### src/rtl/mtimer_if.sv
// mtimer_if: control inputs and BCD time outputs between the stopwatch FSM side and the timer datapath
interface mtimer_if;
  logic [1:0] state;
  logic       clr;
  logic [3:0] sec_ones;
  logic [3:0] sec_tens;
  logic [3:0] min_ones;
  logic [3:0] min_tens;
  logic       step;
  logic       wrap;
  logic       running;
  modport master (output state, clr, input sec_ones, sec_tens, min_ones, min_tens, step, wrap, running);
  modport slave (input state, clr, output sec_ones, sec_tens, min_ones, min_tens, step, wrap, running);
endinterface

### src/rtl/mtimer_counter.sv
// mtimer_counter: BCD mm:ss stopwatch datapath, 1 Hz in START, manual/auto-repeat stepping in INC
module mtimer_counter #(
  parameter int TICK_DIV   = 50000000,
  parameter int INC_REPEAT = 12500000
) (
  input logic     clk,
  input logic     reset,
  mtimer_if.slave bus
);
  localparam int PW = $clog2(TICK_DIV);
  localparam int RW = $clog2(INC_REPEAT);
  logic [PW-1:0] pre;
  logic [RW-1:0] rep;
  logic [1:0] prev_state;
  logic is_start, is_inc, is_stop, inc_entry, pre_hit, rep_hit, adv;
  logic c0, c1, c2, c3;
  logic [3:0] so_n, st_n, mo_n, mt_n;
  always_comb begin
    is_start  = bus.state == 2'b01;
    is_inc    = bus.state == 2'b10;
    is_stop   = !is_start && !is_inc;
    inc_entry = is_inc && prev_state != 2'b10;
    pre_hit   = is_start && pre == PW'(TICK_DIV - 1);
    rep_hit   = is_inc && !inc_entry && rep == RW'(INC_REPEAT - 1);
    adv       = pre_hit || inc_entry || rep_hit;
    c0 = bus.sec_ones == 4'd9;
    c1 = c0 && bus.sec_tens == 4'd5;
    c2 = c1 && bus.min_ones == 4'd9;
    c3 = c2 && bus.min_tens == 4'd5;
    so_n = c0 ? 4'd0 : bus.sec_ones + 4'd1;
    st_n = c0 ? (c1 ? 4'd0 : bus.sec_tens + 4'd1) : bus.sec_tens;
    mo_n = c1 ? (c2 ? 4'd0 : bus.min_ones + 4'd1) : bus.min_ones;
    mt_n = c2 ? (c3 ? 4'd0 : bus.min_tens + 4'd1) : bus.min_tens;
  end
  always_ff @(posedge clk) begin
    if (reset) begin
      pre          <= '0;
      rep          <= '0;
      prev_state   <= 2'b00;
      bus.sec_ones <= '0;
      bus.sec_tens <= '0;
      bus.min_ones <= '0;
      bus.min_tens <= '0;
      bus.step     <= 1'b0;
      bus.wrap     <= 1'b0;
      bus.running  <= 1'b0;
    end else begin
      prev_state  <= bus.state;
      bus.running <= is_start;
      bus.step    <= adv;
      bus.wrap    <= adv && c3;
      // prescaler only moves in START; it holds its fraction elsewhere unless cleared
      pre <= is_start ? (pre_hit ? '0 : pre + 1'b1) : (is_stop && bus.clr) ? '0 : pre;
      rep <= (is_inc && !inc_entry && !rep_hit) ? rep + 1'b1 : '0;
      if (is_stop && bus.clr) begin
        bus.sec_ones <= '0;
        bus.sec_tens <= '0;
        bus.min_ones <= '0;
        bus.min_tens <= '0;
      end else if (adv) begin
        bus.sec_ones <= so_n;
        bus.sec_tens <= st_n;
        bus.min_ones <= mo_n;
        bus.min_tens <= mt_n;
      end
    end
  end
endmodule

### src/flat_wrapper.sv
// flat-port wrapper written by rule: the top's interface ports become plain ports
module mtimer_counter_flat 
#(
  parameter int TICK_DIV   = 50000000,
  parameter int INC_REPEAT = 12500000
)
  (clk, reset, bus_state, bus_clr, bus_sec_ones, bus_sec_tens, bus_min_ones, bus_min_tens, bus_step, bus_wrap, bus_running);
  mtimer_if bus_i ();
  input logic clk;
  input logic reset;
  input wire logic [$bits(bus_i.state)-1:0] bus_state;
  input wire logic [$bits(bus_i.clr)-1:0] bus_clr;
  output wire logic [$bits(bus_i.sec_ones)-1:0] bus_sec_ones;
  output wire logic [$bits(bus_i.sec_tens)-1:0] bus_sec_tens;
  output wire logic [$bits(bus_i.min_ones)-1:0] bus_min_ones;
  output wire logic [$bits(bus_i.min_tens)-1:0] bus_min_tens;
  output wire logic [$bits(bus_i.step)-1:0] bus_step;
  output wire logic [$bits(bus_i.wrap)-1:0] bus_wrap;
  output wire logic [$bits(bus_i.running)-1:0] bus_running;
  assign bus_i.state = bus_state;
  assign bus_i.clr = bus_clr;
  assign bus_sec_ones = bus_i.sec_ones;
  assign bus_sec_tens = bus_i.sec_tens;
  assign bus_min_ones = bus_i.min_ones;
  assign bus_min_tens = bus_i.min_tens;
  assign bus_step = bus_i.step;
  assign bus_wrap = bus_i.wrap;
  assign bus_running = bus_i.running;
  mtimer_counter #(.TICK_DIV(TICK_DIV), .INC_REPEAT(INC_REPEAT)) u_core (.clk(clk), .reset(reset), .bus(bus_i));
endmodule
### config.mk
export PLATFORM = sky130hd
export DESIGN_NAME = mtimer_counter_flat
export DESIGN_NICKNAME = d
export VERILOG_FILES = /design/src/rtl/mtimer_if.sv /design/src/rtl/mtimer_counter.sv /design/src/flat_wrapper.sv
export SDC_FILE = /design/constraint.sdc
export NUM_CORES = 1
export LEC_CHECK = 0
export CORE_AREA = 2 2 82 84
export CTS_BUF_LIST = sky130_fd_sc_hd__clkbuf_2
export CTS_CLUSTER_DIAMETER = 50
export DETAILED_ROUTE_END_ITERATION = 8
export DIE_AREA = 0 0 84 86
export HOLD_SLACK_MARGIN = 0.02
export PLACE_DENSITY_LB_ADDON = 0.1
export SYNTH_ARGS = -nofsm -noshare
export SYNTH_HDL_FRONTEND = slang
export SYNTH_SLANG_ARGS = --single-unit
export TNS_END_PERCENT = 5
### constraint.sdc
create_clock -name clk -period 3.1 [get_ports clk]
set_clock_uncertainty 0.15 [all_clocks]
set_input_delay 0.465 -clock clk [delete_from_list [all_inputs] [get_ports clk]]
set_output_delay 0.465 -clock clk [all_outputs]
set_load 0.02 [all_outputs]
* After elaboration in Yosys (flattened, before gate mapping)
Cells that the tools add are included.
** Operators by class
- Add/sub/neg operators :: 6
- Eq/ne operators :: 9
- Mux-type cells :: 7
- Bitwise logic cells :: 1
- Reduce and logical (&&, ||, !) cells :: 23
** Operator list (count)
- $mux 26 :: 3
- $add 26x1->26 const B :: 1
- $eq 26x26->1 const B :: 1
- $add 24x1->24 const B :: 1
- $eq 24x24->1 const B :: 1
- $add 4x1->4 const B :: 4
- $mux 4 :: 4
- $logic_and 1x1->1 :: 11
- $eq 4x3->1 const B :: 2
- $eq 4x4->1 const B :: 2
- $reduce_and 2->1 :: 3
- $logic_not 1->1 :: 4
- $reduce_or 2->1 :: 2
- $eq 2x1->1 const B :: 1
- $eq 2x2->1 const B :: 1
- $logic_or 1x1->1 :: 2
- $ne 2x2->1 const B :: 1
- $reduce_bool 2->1 :: 1
- $not 1->1 :: 1
** Word-level totals
- Flip-flop bits (word level) :: 71
- Input port bits :: 5
- Output and inout port bits :: 19

* Depth between registers and ports, before layout
- Depth after elaboration :: 9
- Gate-level depth with buffers :: 9

* Worst setup path after synthesis
Ideal clock, no wire load.
- Path type :: in2reg
- From :: input bus_state[1]
- To :: register u_core.bus.sec_tens[1]
- Library setup time :: 0.121 ns
- Data arrival time :: 2.121 ns
- Required time :: 2.829 ns
- Slack :: 0.708 ns
- Stages on the path :: 7
- Buffers on the path :: 0
- Cells stage by stage :: inv_1 > ha_1 > or3b_2 > nor4_4 > nand3_2 > a21boi_2 > mux2_2
** RTL lines
- start: declaration :: RTL line flat_wrapper.sv:11 : input wire logic [$bits(bus_i.state)-1:0] bus_state;
- $eq 2x1->1 * :: RTL line mtimer_counter.sv:19 : is_start = bus.state == 2'b01;
- via u_core.is_start :: RTL line mtimer_counter.sv:15 : logic is_start, is_inc, is_stop, inc_entry, pre_hit, rep_hit, adv;
- $logic_and 1x1->1 or $logic_not 1->1 (tied branches) :: RTL line mtimer_counter.sv:23, mtimer_counter.sv:21
- $logic_or 1x1->1 or $logic_and 1x1->1 (tied branches) :: RTL line mtimer_counter.sv:25, mtimer_counter.sv:21
- $logic_or 1x1->1 or $logic_and 1x1->1 (tied branches) :: RTL line mtimer_counter.sv:25, mtimer_counter.sv:55
- $reduce_and 2->1 (no line) or $reduce_or 2->1 (tied branches)
- end signal: assignment :: RTL line mtimer_counter.sv:62 : bus.sec_tens <= st_n;
- end: declaration :: RTL line mtimer_if.sv:13 : modport slave (input state, clr, output sec_ones, sec_tens, min_ones, min_tens, step, wrap, running);
Mark *: on every way through the listed nets, which the timed path passes. The rest lies on a longest branch.
A chain may end at the register's enable or synchronous reset.

* Worst setup path after layout
- From :: register u_core.pre[9]
- To :: register u_core.bus.min_ones[1]
** On the way
- Word-level cells in the longest chain between the ends :: 5
** Ends and longest elaborated chain
- start: declaration :: RTL line mtimer_counter.sv:12 : logic [PW-1:0] pre;
- start signal: assignment :: RTL line mtimer_counter.sv:53 : pre <= is_start ? (pre_hit ? '0 : pre + 1'b1) : (is_stop && bus.clr) ? '0 : pre;
- $eq 26x26->1 :: RTL line mtimer_counter.sv:23 : pre_hit = is_start && pre == PW'(TICK_DIV - 1);
- $logic_and 1x1->1 :: RTL line mtimer_counter.sv:23
- $logic_or 1x1->1 (2 in series) :: RTL line mtimer_counter.sv:25 : adv = pre_hit || inc_entry || rep_hit;
- $reduce_and 2->1 (no line)
- end signal: assignment :: RTL line mtimer_counter.sv:63 : bus.min_ones <= mo_n;
- end: declaration :: RTL line mtimer_if.sv:13
Every way passes these cells.

==> results_dict.tcl <==
set metrics [dict create \
    die_h_um 86 \
    synth_top_flop_cell "dfxtp_1" \
    yosys_warnings 0 \
    cts_htree_levels 3 \
    hp-class "reg -> reg" \
    via_per_inst 6.26 \
    synth_enable_flop_cells 0 \
    slew_viol_final 0 \
    seq_area_frac_synth_pct 38.4 \
    maxSlewHeadroom_pct 60.4 \
    place_area_mm2 0.00403 \
    synth_cell_type_count 58 \
    fin_tns_setup_ps 0 \
    port_buffers 23 \
    finalHoldViolations 0 \
    setup_violations 0 \
    synthesis.nets 453 \
    die-width_um 84 \
    grt_pass1_wl_um 14600 \
    endpoint "u_core.bus.min_ones[1]$_SDFFE_PP0P_" \
    drtPass1Iterations 5 \
    synthArstFlopShare_pct 0 \
    numCtsBuffers 9 \
    synth_seq_cells 71 \
    max_cap_viol_count 0 \
    synth.cell_area_mm2 0.00370 \
    worst_pin_slew_ps 592 \
    fin_area_mm2 0.00420 \
    end_kind "register" \
    cts.sinks 71 \
    min_period_ps 2470 \
    grt_max_degree 36 \
    finalWeightedCongestion 0.886 \
    wl_per_cell_um 15.7 \
    crit_type "reg -> reg" \
    irDropWorstVdd_mv 0.330 \
    die-area_mm2 0.00722 \
    status "complete, no violations" \
    critPathLaunch "u_core.pre[9]$_SDFFE_PP0P_" \
    postSynthCellCount 438 \
    track_usage_pct 24.9 \
    antenna_cells 0 \
    rows 29 \
    clk_pin_slew_ps 210 \
    routed_wl_um 8570 \
    nets 480 \
    drc 0 \
    post_cts_buffers 0 \
    insertion_delay_ps 520 \
    worst_r2r_path_depth 6 \
    place_hpwl_um 5950 \
    total_leakage_power_nw 1.34 \
    avgSynthCellArea_um2 8.45 \
    start_util_pct 59.0 \
    vias 3422 \
    coreArea_mm2 0.00628 \
    fin_cells 547 \
    p_per_area_mw_per_mm2 408 \
    cts_tree "built" \
    finalCritPeriodShare_pct 79.8 \
    reg2reg_to "u_core.bus.min_ones[1]$_SDFFE_PP0P_" \
    drive_above_1_share_pct 8.94 \
    numPlacedInstances 531 \
    grt_overflow 0 \
    r2r_slack_ps 630 \
    cts_buffer_depth 2 \
    io_pins 24 \
    required_ps 3420 \
    crit_fanout 9 \
    first_global_vias 3068 \
    rsz0062_at_grt "no" \
    arrival_ps 2790 \
    cts_root_buf "clkbuf_2" \
    drt_iter0_drc 168 \
    startpoint_type "register" \
    syn2layout_area_growth_pct 13.4 \
    fmax_mhz 404 \
    cts_hold_buf 0 \
    antenna_found_initial 0 \
    r2r-start "u_core.pre[9]$_SDFFE_PP0P_" \
    post_cts_resized 0 \
    antenna_left 0 \
]
## final cells by class
type                            count  area (um^2)
Fill cell                         542         2080
Sequential cell                    71         1420
Inverter                           13         48.8
Tap cell                           77         96.3
Clock buffer                        9         45.0
Clock inverter                      7          121
Timing Repair Buffer               37          335
Multi-Input combinational cell    333         2130
## registers in the layout, indices dropped and copies added (netlist names)
| register | flops |
|---|---|
| u_core.bus.sec_tens | 4 |
| u_core.bus.running | 1 |
| u_core.bus.step | 1 |
| u_core.bus.sec_ones | 4 |
| u_core.bus.wrap | 1 |
| u_core.bus.min_tens | 4 |
| u_core.bus.min_ones | 4 |
| u_core.pre | 26 |
| u_core.rep | 24 |
| u_core.prev_state | 2 |
## stage by stage
stage	power, mW	utilization [%]	hold WS, ps	worst slack, ps
after global placement	1.03	64.2	308	169
after detailed placement	1.03	64.2	314	121
final	1.71	66.9	350	626
after CTS	1.72	66.9	346	656
after global routing	1.77	66.9	336	458
after floorplan	1.00	-	292	708
## logic make-up (layout without fill, tap and decap cells)
kind of cell / Yosys count / count (layout) / synth area share, %
buffers and inverters: 34 / 66 / 4.26
multiplexers: 12 / 12 / 3.41
flip-flops: 71 / 71 / 38.4
adder cells (fa/ha/maj): 10 / 10 / 3.38
XOR/XNOR: 22 / 22 / 5.21
AND/OR/NAND/NOR: 203 / 203 / 29.0
AO/OA/AOI/OAI: 86 / 86 / 16.3
## worst min path at each step
stage,start,to,slack [ps],cells past startpoint
after global placement,u_core.rep[0]$_SDFF_PP0_,u_core.rep[0]$_SDFF_PP0_,310,1
after detailed placement,u_core.rep[0]$_SDFF_PP0_,u_core.rep[0]$_SDFF_PP0_,310,1
after CTS,bus_state[1],u_core.prev_state[1]$_SDFF_PP0_,350,3
final,u_core.rep[0]$_SDFF_PP0_,u_core.rep[0]$_SDFF_PP0_,350,1
after floorplan,u_core.rep[0]$_SDFF_PP0_,u_core.rep[0]$_SDFF_PP0_,290,1
after global routing,bus_state[0],u_core.prev_state[0]$_SDFF_PP0_,340,3
## power by group
group	internal [mW]	total, mW	switching [mW]
registers	0.919	0.923	0.00378
clock network	0.347	0.693	0.346
logic	0.0319	0.0949	0.0630
total	1.30	1.71	0.413
## cell usage after synthesis (3+ instances only)
cell       n  share of area (%)
or3_1      6                1.0
clkbuf_1  14                1.4
mux2i_1   10                2.7
a31oi_1    8                1.4
and4_1     4               0.95
nand4_1   16                2.7
xnor2_1   17                4.0
o21ai_0   13                1.8
and3_1    13                2.2
nand3_1   25                3.4
xor2_1     5                1.2
nand2_1   46                4.7
or4_1      3               0.61
nor4b_1    3               0.71
nor4_1     5               0.85
a211oi_1   5                1.0
buf_6      3               0.91
nor2_1    45                4.6
ha_1      10                3.4
dfxtp_1   71                 38
nor3_1    11                1.5
nand2b_1   6                1.0
inv_1     13                1.3
nor3b_1    4               0.81
a21oi_1   19                2.6
a311oi_1  14                3.3
a41oi_1    7                1.7
## critical path, cell delays in order, from the launching register on
cell and delay, ps:
dfxtp_1 430, or4b_4 560, nor4_4 380, nand3_2 250, buf_4 240, a21oi_2 200
mux2i_1 200
## routing by layer
layer  vias to the layer above  part of all wire [%]  track usage, %  wire length, um
li1                       1675                     -               -                -
met5                         -                     0               0                0
met4                         0                   1.4            10.4              123
met3                        14                   4.6            3.95              396
met2                        96                    48            41.0             4130
met1                      1637                    46            32.6             3920
## cells in the final DEF, fill, tap and decap left out, drive strengths merged, types with 3 or more instances in the layout
| master | instances |
|---|---|
| a211oi | 6 |
| a21oi | 20 |
| a311oi | 14 |
| a31oi | 8 |
| a41oi | 7 |
| and3 | 13 |
| and4 | 4 |
| buf | 14 |
| bufinv | 3 |
| clkbuf | 9 |
| clkdlybuf4s50 | 23 |
| clkinvlp | 3 |
| dfxtp | 71 |
| ha | 10 |
| inv | 13 |
| mux2i | 10 |
| nand2 | 46 |
| nand2b | 6 |
| nand3 | 26 |
| nand4 | 16 |
| nor2 | 46 |
| nor3 | 11 |
| nor3b | 4 |
| nor4 | 6 |
| nor4b | 3 |
| o21ai | 15 |
| or3 | 6 |
| or4 | 3 |
| or4b | 3 |
| xnor2 | 17 |
| xor2 | 5 |
Note: power is estimated with default switching activity, not from simulation.
